==> src/rtl/fetch_pkg.sv <==
// Shared constants for the instruction-fetch sequencer: FSM encoding,
// PC reset value and default bus widths.
package fetch_pkg;

  localparam int DEF_ADDR_W = 32;
  localparam int DEF_DATA_W = 32;

  localparam logic [31:0] PC_RESET = 32'h0000_0000;

  typedef logic [2:0] fetch_state_t;

  localparam fetch_state_t S_IDLE = 3'd0;
  localparam fetch_state_t S_REQ  = 3'd1;
  localparam fetch_state_t S_ADV  = 3'd2;
  localparam fetch_state_t S_HOLD = 3'd3;
  localparam fetch_state_t S_ERR  = 3'd4;

endpackage

==> src/rtl/fetch_if.sv <==
// Fetch-unit bus bundle: PC update, instruction memory, branch redirect and
// the instruction-register handoff to decode.
interface fetch_if
  import fetch_pkg::*;
#(
  parameter int ADDR_W = DEF_ADDR_W,
  parameter int DATA_W = DEF_DATA_W
);

  logic [ADDR_W-1:0] pc_in;
  logic              pc_write_en;
  logic              pc_load;
  logic [ADDR_W-1:0] pc_new;
  logic              imem_req;
  logic [ADDR_W-1:0] imem_addr;
  logic              imem_ack;
  logic [DATA_W-1:0] imem_rdata;
  logic              branch_taken;
  logic [ADDR_W-1:0] branch_target;
  logic              ir_valid;
  logic [DATA_W-1:0] ir_instr;
  logic [ADDR_W-1:0] ir_pc;
  logic              ir_ready;
  logic              fetch_err;

  modport master (
    input  pc_in, imem_ack, imem_rdata, branch_taken, branch_target, ir_ready,
    output pc_write_en, pc_load, pc_new, imem_req, imem_addr,
           ir_valid, ir_instr, ir_pc, fetch_err
  );

  modport slave (
    output pc_in, imem_ack, imem_rdata, branch_taken, branch_target, ir_ready,
    input  pc_write_en, pc_load, pc_new, imem_req, imem_addr,
           ir_valid, ir_instr, ir_pc, fetch_err
  );

endinterface

==> src/rtl/fetch_watchdog.sv <==
// Memory-request watchdog: counts consecutive request cycles without an ack
// and flags expiry on the TIMEOUT_CYC-th such cycle.
module fetch_watchdog
  import fetch_pkg::*;
#(
  parameter int TIMEOUT_CYC = 16
) (
  input  logic clk,
  input  logic reset,
  input  logic i_clear,
  input  logic i_tick,
  output logic o_expire
);

  localparam int CNT_W = $clog2(TIMEOUT_CYC + 1);

  logic [CNT_W-1:0] r_cnt;

  always_ff @(posedge clk) begin
    if (reset || i_clear) begin
      r_cnt <= '0;
    end else if (i_tick) begin
      r_cnt <= r_cnt + CNT_W'(1);
    end
  end

  assign o_expire = i_tick && (r_cnt == CNT_W'(TIMEOUT_CYC - 1));

endmodule

==> src/rtl/fetch_unit.sv <==
// Instruction-fetch sequencer between the PC register, instruction memory and
// decode. Optional memory timeout is enabled with `define FETCH_TIMEOUT_EN.
module fetch_unit
  import fetch_pkg::*;
#(
  parameter int ADDR_W = DEF_ADDR_W,
  parameter int DATA_W = DEF_DATA_W
`ifdef FETCH_TIMEOUT_EN
  , parameter int TIMEOUT_CYC = 16
`endif
) (
  input  logic    clk,
  input  logic    reset,
  fetch_if.master bus
);

  fetch_state_t      r_state;
  logic              r_valid;
  logic [DATA_W-1:0] r_instr;
  logic [ADDR_W-1:0] r_ir_pc;

  logic w_in_req;
  logic w_in_adv;
  logic w_branch;
  logic w_capture;
  logic w_expire;

  assign w_in_req = (r_state == S_REQ);
  assign w_in_adv = (r_state == S_ADV);

`ifdef FETCH_TIMEOUT_EN
  logic r_err;

  // A hung memory parks the unit in S_ERR, where redirects are ignored.
  assign w_branch = bus.branch_taken && (r_state != S_ERR);

  fetch_watchdog #(
    .TIMEOUT_CYC (TIMEOUT_CYC)
  ) u_watchdog (
    .clk      (clk),
    .reset    (reset),
    .i_clear  (!w_in_req || w_branch),
    .i_tick   (w_in_req && !bus.imem_ack),
    .o_expire (w_expire)
  );

  always_ff @(posedge clk) begin
    if (reset) begin
      r_err <= 1'b0;
    end else if (w_expire && !w_branch) begin
      r_err <= 1'b1;
    end
  end

  assign bus.fetch_err = r_err;
`else
  assign w_branch      = bus.branch_taken;
  assign w_expire      = 1'b0;
  assign bus.fetch_err = 1'b0;
`endif

  assign bus.imem_req    = w_in_req;
  assign bus.imem_addr   = w_in_req ? bus.pc_in : '0;
  assign bus.pc_write_en = w_branch || w_in_adv;
  assign bus.pc_load     = w_branch;
  assign bus.pc_new      = w_branch ? bus.branch_target : '0;

  assign bus.ir_valid = r_valid;
  assign bus.ir_instr = r_instr;
  assign bus.ir_pc    = r_ir_pc;

  // A redirect in the ack cycle discards the returned word.
  assign w_capture = w_in_req && bus.imem_ack && !w_branch;

  always_ff @(posedge clk) begin
    if (reset) begin
      r_state <= S_IDLE;
      r_valid <= 1'b0;
      r_instr <= '0;
      r_ir_pc <= ADDR_W'(PC_RESET);
    end else if (w_branch) begin
      r_state <= S_REQ;
      r_valid <= 1'b0;
    end else begin
      if (w_capture) begin
        r_valid <= 1'b1;
        r_instr <= bus.imem_rdata;
        r_ir_pc <= bus.pc_in;
      end else if (r_valid && bus.ir_ready) begin
        r_valid <= 1'b0;
      end

      case (r_state)
        S_IDLE: r_state <= S_REQ;
        S_REQ: begin
          if (bus.imem_ack) begin
            r_state <= S_ADV;
          end else if (w_expire) begin
            r_state <= S_ERR;
          end
        end
        S_ADV:  r_state <= bus.ir_ready ? S_REQ : S_HOLD;
        S_HOLD: begin
          if (bus.ir_ready) begin
            r_state <= S_REQ;
          end
        end
        S_ERR:   r_state <= S_ERR;
        default: r_state <= S_IDLE;
      endcase
    end
  end

endmodule

==> src/flat_wrapper.sv <==
// flat-port wrapper written by rule: the top's interface ports become plain ports
module fetch_unit_flat import fetch_pkg::*;
#(
  parameter int ADDR_W = DEF_ADDR_W,
  parameter int DATA_W = DEF_DATA_W

)
  (clk, reset, bus_pc_in, bus_imem_ack, bus_imem_rdata, bus_branch_taken, bus_branch_target, bus_ir_ready, bus_pc_write_en, bus_pc_load, bus_pc_new, bus_imem_req, bus_imem_addr, bus_ir_valid, bus_ir_instr, bus_ir_pc, bus_fetch_err);
  fetch_if #(.ADDR_W(ADDR_W), .DATA_W(DATA_W)) bus_i ();
  input  logic clk;
  input  logic reset;
  input wire logic [$bits(bus_i.pc_in)-1:0] bus_pc_in;
  input wire logic [$bits(bus_i.imem_ack)-1:0] bus_imem_ack;
  input wire logic [$bits(bus_i.imem_rdata)-1:0] bus_imem_rdata;
  input wire logic [$bits(bus_i.branch_taken)-1:0] bus_branch_taken;
  input wire logic [$bits(bus_i.branch_target)-1:0] bus_branch_target;
  input wire logic [$bits(bus_i.ir_ready)-1:0] bus_ir_ready;
  output wire logic [$bits(bus_i.pc_write_en)-1:0] bus_pc_write_en;
  output wire logic [$bits(bus_i.pc_load)-1:0] bus_pc_load;
  output wire logic [$bits(bus_i.pc_new)-1:0] bus_pc_new;
  output wire logic [$bits(bus_i.imem_req)-1:0] bus_imem_req;
  output wire logic [$bits(bus_i.imem_addr)-1:0] bus_imem_addr;
  output wire logic [$bits(bus_i.ir_valid)-1:0] bus_ir_valid;
  output wire logic [$bits(bus_i.ir_instr)-1:0] bus_ir_instr;
  output wire logic [$bits(bus_i.ir_pc)-1:0] bus_ir_pc;
  output wire logic [$bits(bus_i.fetch_err)-1:0] bus_fetch_err;
  assign bus_i.pc_in = bus_pc_in;
  assign bus_i.imem_ack = bus_imem_ack;
  assign bus_i.imem_rdata = bus_imem_rdata;
  assign bus_i.branch_taken = bus_branch_taken;
  assign bus_i.branch_target = bus_branch_target;
  assign bus_i.ir_ready = bus_ir_ready;
  assign bus_pc_write_en = bus_i.pc_write_en;
  assign bus_pc_load = bus_i.pc_load;
  assign bus_pc_new = bus_i.pc_new;
  assign bus_imem_req = bus_i.imem_req;
  assign bus_imem_addr = bus_i.imem_addr;
  assign bus_ir_valid = bus_i.ir_valid;
  assign bus_ir_instr = bus_i.ir_instr;
  assign bus_ir_pc = bus_i.ir_pc;
  assign bus_fetch_err = bus_i.fetch_err;
  fetch_unit #(.ADDR_W(ADDR_W), .DATA_W(DATA_W)) u_core (.clk(clk), .reset(reset), .bus(bus_i));
endmodule
==> config.mk <==
export PLATFORM = sky130hd
export DESIGN_NAME = fetch_unit_flat
export DESIGN_NICKNAME = d
export VERILOG_FILES = /design/src/rtl/fetch_pkg.sv /design/src/rtl/fetch_if.sv /design/src/rtl/fetch_watchdog.sv /design/src/rtl/fetch_unit.sv /design/src/flat_wrapper.sv
export SDC_FILE = /design/constraint.sdc
export NUM_CORES = 1
export LEC_CHECK = 0
export ABC_AREA = 0
export ABC_CLOCK_PERIOD_IN_PS = 3150
export CAP_MARGIN = 40
export CORE_ASPECT_RATIO = 1.5
export CORE_MARGIN = 3
export CORE_UTILIZATION = 39
export DETAILED_ROUTE_END_ITERATION = 12
export PLACE_DENSITY = 0.84
export REMOVE_ABC_BUFFERS = 1
export SLEW_MARGIN = 40
export SYNTH_ARGS = -nofsm -noshare
export SYNTH_HDL_FRONTEND = slang
export SYNTH_HIERARCHICAL = 1
export SYNTH_SLANG_ARGS = --single-unit
==> constraint.sdc <==
create_clock -name clk -period 3.15 [get_ports clk]
set_input_delay 0.63 -clock clk [delete_from_list [all_inputs] [get_ports clk]]
set_output_delay 0.63 -clock clk [all_outputs]
set_load 0.02 [all_outputs]
* Word-level counts from Yosys, hierarchy flattened
Cells that the tools add are included.
** Storage, ports and cells
- Bits in registers :: 68
- Output and inout port bits :: 133
- Logic and storage cells :: 34
** Operators by class
- Eq/ne operators :: 8
- Muxes and demuxes :: 9
- Bitwise gates (word level) :: 1
- Reductions and logical operators :: 11
** Operators with widths (number)
- two-way mux 32 bit :: 2
- one-hot mux 3 bit (5 select lines) :: 1
- == test 3 x 2 -> 1 bit, second input constant :: 2
- two-way mux 3 bit :: 2
- inequality test 3 bit, second input constant :: 2
- AND reduction 2 bit :: 3
- inequality test 2 bit, second input constant :: 2
- == test 3 x 1 -> 1 bit, second input constant :: 1
- == test 3 bit, second input constant :: 1
- logical AND 1 bit :: 3
- logical NOT 3 bit :: 1
- two-way mux 1 bit :: 3
- two-way mux 2 bit :: 1
- nonzero test 2 bit :: 1
- OR reduction 2 bit :: 1
- logical NOT 1 bit :: 1
- logical OR 1 bit :: 1
- NOT 1 bit :: 1

* Depth between registers and ports, before layout
Gate-level depths: netlist (run 1).
- Depth in word-level cells :: 4
- Depth in mapped cells :: 5
- Mapped depth without buffers :: 3

* Least setup slack after synthesis (run 1)
OpenSTA, ideal clock, no wires.
- Kind :: input to output
- Start point :: input port bus_branch_taken
- End point :: output port bus_pc_new[24]
- Data arrival time :: 1.326 ns
- Slack :: 1.194 ns
- Stages on the path :: 3
- Cell sequence :: clkbuf_1 buf_1 and2_1
** Between the ends
- Cells in the longest elaborated chain, start to end :: 1
** Ends and longest elaborated chain
- start: declaration :: line flat_wrapper.sv:15 : input wire logic [$bits(bus_i.branch_taken)-1:0] bus_branch_taken;
- two-way mux 32 bit :: line fetch_unit.sv:66 : assign bus.pc_new = w_branch ? bus.branch_target : '0;
- end: declaration :: line flat_wrapper.sv:20 : output wire logic [$bits(bus_i.pc_new)-1:0] bus_pc_new;
No other way between the ends.

* Final worst setup path (run 1)
- Start point :: input port bus_branch_taken
- End point :: output port bus_pc_new[8]
The elaborated chain is that of the path after synthesis.

==> reports/results.ini, run 1 <==
[die]
core_area_sq_um = 8830
die_area_sq_um = 10300
start_util_pct = 40.2
die_height_um = 123
die_w_um = 83.9
rows = 42
ioPinCount = 234

[global_routing]
first_global_vias = 3480
grt_max_degree = 132
grt_usage_pct = 20.4
grt_antenna_before_repair = 0
grt_pass1_wl_um = 16700
overflow = 0

[sta]
relSlewSlack_pct = 60.1
max_freq_mhz = 356
period_needed_ns = 2.81
tns_ns = 0
hold_viol_final = 0
skew_ns = 0.00590
slew_viol_final = 0
period_share_pct = 89.3
hold_slack_ns = 0.472
timing.final.ws_setup_ns = 0.339
rsz0062_at_grt = false
setup_violations = 0
worstMarginPinSlew_ns = 0.598

[clocking]
root_buffer = clkbuf_16
numCtsBuffers = 9
cts_resized = 0
clkLatencyLatePin_ns = 0.32
post_cts_buffers = 0
clk_pin_slew_ns = 0.05
cts_tree = built
cts.sink_count = 68
htree_levels = 3
cts_hold_repair.buffers = 0
cts_buffer_depth = 2

[yosys]
ys_seq_elements = 68
synth_cells = 371
synth_area_leaders = dfxtp_1 (38%), nand2b_1 (23%), mux2i_1 (18%)
yosysWarnings = 6
yosysTopAreaCell = dfxtp_1
synth_seq_area_share_pct = 38.4
synth_top_area_share_pct = 38.4
ys_types = 22
synth_area_per_cell_sq_um = 9.56
synthesis.area_sq_um = 3550

[worst_setup_path]
worstPathRequired_ns = 2.52
crit_family = buffers and inverters
cp.depth = 4
r2r_end = u_core/bus.ir_pc[1]$_SDFFE_PP0P_
start_kind = primary input
critPathLaunch = bus_branch_taken
critPathSlowestCell = clkdlybuf4s50_1
r2r_cells = 5
critPathMaxStageDelay_ns = 0.60
worstSetupPathType = in -> out
timing.rr.start = u_core/r_state[0]$_SDFFE_PP0P_
endpoint = bus_pc_new[8]
cp_num_buf_inv = 3
arrival_ns = 2.18
cp-end-kind = output pin
crit_top_cell = clkdlybuf4s50_1
worstPathCellList = clkdlybuf4s50_1 > buf_4 > and2_1 > clkdlybuf4s50_1
regToRegSetupSlack_ns = 1.17
path_max_fanout = 38

[placement]
place_inst = 688
hpwl_um = 8140
port-buffer-count = 232
pre_cts_ws_ns = 0.345
gp_congestion = 0.761

[final_layout]
nNetsFinal = 690
n_antenna_cell = 0
fillerInstances = 716
drive_gt1_share_pct = 4.04
instances_no_fill = 704
area_growth_pct = 72.9

[routing]
drtAntennaViolNets = 0
wire_per_inst_um = 15.2
viasPerCell = 4.69
drt-initial-drc-count = 87
drc = 0
vias = 3302
drt_wl_total_um = 10700
drt-pass1-iter-count = 4

[min_path]
min_path_type = reg -> reg

[power_and_ir_drop]
leakagePower_nw = 2.22
power_density_nw_per_um2 = 408
total_power_mw = 2.50
peakVddDrop_v = 0.000390

[outcome]
run_status = finished, final reports clean

[job]
max-cap-violations = 0

-- flip-flops by register name, summed over array words and instances (netlist names) --
| name | flops |
|---|---|
| u_core/bus.ir_instr | 32 |
| u_core/r_state | 3 |
| u_core/bus.ir_valid | 1 |
| u_core/bus.ir_pc | 32 |
-- power by group --
part	internal (mW)	leakage (nW)	switching (mW)	total [mW]
Clock	0.678	0.156	0.357	1.03
Combinational	0.321	1.51	0.239	0.560
Sequential	0.891	0.552	0.0157	0.906
Total	1.89	2.22	0.611	2.50
-- cell usage in the layout (no fill, tap or decap), types with 2 or more instances in the layout --
cell,instances
clkbuf_16,9
and2_1,64
clkdlybuf4s50_1,230
dfxtp_1,68
mux2i_1,64
nor2_1,2
a21oi_1,2
inv_1,3
nand2b_1,128
clkbuf_8,3
buf_4,5
-- cell families (layout without fill, tap and decap cells) --
| kind of cell | count (synthesis) | in the layout | share of synthesized area (%) |
|---|---|---|---|
| compound gates | 4 | 4 | 0.635 |
| buf+inv | 33 | 256 | 6.95 |
| flops | 68 | 68 | 38.4 |
| mux | 64 | 64 | 18.1 |
| other cells | 1 | 1 | 0.106 |
| simple gates | 201 | 201 | 35.9 |
-- stage by stage --
stage | cell area [sq um] | util (%)
after floorplan | 3310 | -
after global placement | 5820 | 65.9
after detailed placement | 5820 | 65.9
after CTS | 6130 | 69.4
after global routing | 6130 | 69.4
final | 6130 | 69.4
-- how the worst min path moves through the flow --
stage                                    startpoint                                   end  slack (ns)  depth (start not counted)
5_1_grt           u_core/bus.ir_pc[17]$_SDFFE_PP0P_     u_core/bus.ir_pc[17]$_SDFFE_PP0P_        0.49                          2
3_3_place_gp         u_core/r_state[0]$_SDFFE_PP0P_        u_core/r_state[2]$_SDFFE_PP0P_        0.45                          1
2_1_floorplan        u_core/r_state[0]$_SDFFE_PP0P_        u_core/r_state[2]$_SDFFE_PP0P_        0.45                          1
3_5_place_dp      u_core/bus.ir_pc[24]$_SDFFE_PP0P_     u_core/bus.ir_pc[24]$_SDFFE_PP0P_        0.46                          2
4_1_cts        u_core/bus.ir_instr[28]$_SDFFE_PP0P_  u_core/bus.ir_instr[28]$_SDFFE_PP0P_        0.47                          2
6_report       u_core/bus.ir_instr[28]$_SDFFE_PP0P_  u_core/bus.ir_instr[28]$_SDFFE_PP0P_        0.47                          2
-- synth_stat cells (all sizes together) --
| master | number |
|---|---|
| a21oi | 2 |
| and2 | 64 |
| and3 | 1 |
| and3b | 1 |
| buf | 11 |
| clkbuf | 19 |
| conb | 1 |
| dfxtp | 68 |
| inv | 3 |
| mux2i | 64 |
| nand2b | 128 |
| nand3b | 1 |
| nor2 | 2 |
| nor2b | 1 |
| nor3 | 1 |
| nor3b | 1 |
| nor4b | 1 |
| o21ai | 1 |
| o31ai | 1 |
-- cell type report --
cell class              count  area [sq um]  share of cell area [%]
clock buffers              13           270                    4.41
clock inverters             3          43.8                   0.714
flip-flops and latches     68          1360                    22.2
inverters                   3          11.3                   0.184
repair buffers            237          2360                    38.6
well taps                 110           138                    2.25
multi-input cells         270          1940                    31.7
-- layer usage --
metal  wire [um]  track usage (%)
met5           0                0
met4         180             7.44
met3         951             7.32
met2        5680             38.5
met1        3880             20.3
-- tightest hold or removal path: cells and delay by family, from the launching register on --
family        cells  cell delay [ns]
flops             1             0.30
mux               1             0.06
simple gates      1             0.06
Power figures use the tool's default switching activity.
==> run 2, diff against run 1 <==
- CAP_MARGIN: 40 -> default
==> results of run 2 <==
Same layout as run 1: the final DEF is identical, and so are final timing and power.
==> run 3, diff against run 2 <==
- GPL_TIMING_DRIVEN: default -> 0
==> reports/results.ini, run 3 (synthesized netlist as in run 1, its figures left out) <==
[worst_setup_path]
critPathSlowestCell = clkdlybuf4s50_1
regToRegSetupSlack_ns = 1.26
timing.rr.start = u_core/r_state[0]$_SDFFE_PP0P_
crit_top_cell = buf_6
critPathMaxStageDelay_ns = 0.62
worstSetupPathType = reg -> out
arrival_ns = 2.19
crit_family = buffers and inverters
worstPathRequired_ns = 2.52
r2r_end = u_core/bus.ir_pc[9]$_SDFFE_PP0P_
r2r_cells = 5
cp_num_buf_inv = 3
worstPathCellList = nor3b_4 > buf_6 > buf_6 > and2_1 > clkdlybuf4s50_1
path_max_fanout = 17
start_kind = flop
cp-end-kind = output pin

[final_layout]
area_growth_pct = 73.6
layout.cells.most_common = clkdlybuf4s50_1
n_antenna_cell = 0
fillerInstances = 677
final_cell_mix = clkdlybuf4s50_1 (230), nand2b_1 (128), dfxtp_1 (68)
nNetsFinal = 690
instances_no_fill = 703
drive_gt1_share_pct = 3.88
fin_util_pct = 69.7

[power_and_ir_drop]
seqPwrFrac_pct = 36.0
p_int_mw = 1.90
comb_power_share_pct = 22.4
total_power_mw = 2.51
leakagePower_nw = 2.22
peakVddDrop_v = 0.000306
switching_power_uw = 614
power_density_nw_per_um2 = 409
swShare_pct = 24.4
clkPwrFrac_pct = 41.5

[clocking]
cts_resized = 1
cts_hold_repair.buffers = 0
clkLatencyLatePin_ns = 0.33
cts.sink_count = 68
numCtsBuffers = 9
root_buffer = clkbuf_16
post_cts_buffers = 0
htree_levels = 3
cts_tree = built
clk_pin_slew_ns = 0.05
cts_buffer_depth = 2

[routing]
drt_wl_total_um = 10400
wire_per_inst_um = 14.8
drt-initial-drc-count = 73
viasPerCell = 4.62
vias = 3248
drc = 0
drt-pass1-iter-count = 4
drtAntennaViolNets = 0

[sta]
period_needed_ns = 2.82
skew_ns = 0.00301
timing.final.ws_setup_ns = 0.326
max_freq_mhz = 354
hold_slack_ns = 0.469
period_share_pct = 89.6
slew_viol_final = 0
rsz0062_at_grt = false
setup_violations = 0
hold_viol_final = 0

[global_routing]
overflow = 0
grt_max_degree = 85
grt_pass1_wl_um = 16300
grt_antenna_before_repair = 0
grt_usage_pct = 20.1
first_global_vias = 3444

[min_path]
holdPathStages = 2
whs_endpoint = u_core/bus.ir_pc[22]$_SDFFE_PP0P_
min-delay-start = u_core/bus.ir_pc[22]$_SDFFE_PP0P_
min_path_type = reg -> reg

[die]
die_w_um = 83.9
start_util_pct = 40.2
core_area_sq_um = 8830
die_height_um = 123
ioPinCount = 234
rows = 42
die_area_sq_um = 10300

[outcome]
run_status = finished, final reports clean

[placement]
place_inst = 688
hpwl_um = 8100
pre_cts_ws_ns = -0.145
port-buffer-count = 232
gp_congestion = 0.794

[job]
max-cap-violations = 0

-- run 3: cell count changes in the layout (fill, tap and decap cells not counted) --
cell	before	now
clkbuf_8	3	0
buf_4	5	1
clkinvlp_4	0	1
clkinv_2	1	2
bufinv_16	1	2
clkinv_4	1	0
buf_6	0	2
buf_12	1	3
-- run 3: layout make-up --
type,count,area [sq um],area share [%]
Clock buffer,10,229,3.72
Timing Repair Buffer,237,2400,39.0
Sequential cell,68,1360,22.1
Inverter,3,11.3,0.183
Clock inverter,5,77.6,1.26
Tap cell,110,138,2.24
Multi-Input combinational cell,270,1940,31.5
-- run 3: worst max-delay path by stage --
stage	from	end	slack [ns]	cells past startpoint
2_1_floorplan	u_core/r_state[0]$_SDFFE_PP0P_	u_core/bus.ir_instr[0]$_SDFFE_PP0P_	0.46	3
3_3_place_gp	reset	u_core/bus.ir_instr[6]$_SDFFE_PP0P_	-0.55	3
3_5_place_dp	bus_branch_taken	bus_pc_write_en	-0.15	4
4_1_cts	bus_branch_taken	bus_pc_write_en	0.13	4
5_1_grt	u_core/r_state[0]$_SDFFE_PP0P_	bus_imem_addr[17]	0.17	5
6_report	u_core/r_state[0]$_SDFFE_PP0P_	bus_imem_addr[17]	0.33	5
-- run 3: per-layer routing --
metal / share of wire (%) / global-route usage, % / wire, um / up-vias
met5: 0 / 0 / 0 / -
met4: 2.1 / 8.85 / 218 / 0
met3: 7.4 / 6.31 / 769 / 14
met2: 52 / 36.6 / 5370 / 160
met1: 39 / 21.1 / 4050 / 1471
li1: - / - / - / 1603
-- run 3: worst min-delay path, delay by kind of cell, from the launching register on --
kind | cells | cell delay, ns
multiplexers | 1 | 0.05
flip-flops | 1 | 0.31
AND/OR/NAND/NOR | 1 | 0.06
-- run 3: power groups by stage --
stage	combinational (mW)	clock (mW)	sequential, mW
floorplan	0.197	0	0.958
global placement	0.560	0	0.923
CTS	0.572	1.06	0.907
global route	0.602	1.10	0.910
detailed placement	0.569	0	0.925
finish	0.565	1.04	0.906
-- run 3: metrics by stage --
| stage | cell area (sq um) | TNS [ns] |
|---|---|---|
| 2_1_floorplan | 3310 | 0 |
| 3_3_place_gp | 5770 | -35.41 |
| 3_5_place_dp | 5850 | -2.75 |
| 4_1_cts | 6160 | 0 |
| 5_1_grt | 6150 | 0 |
| 6_report | 6150 | 0 |
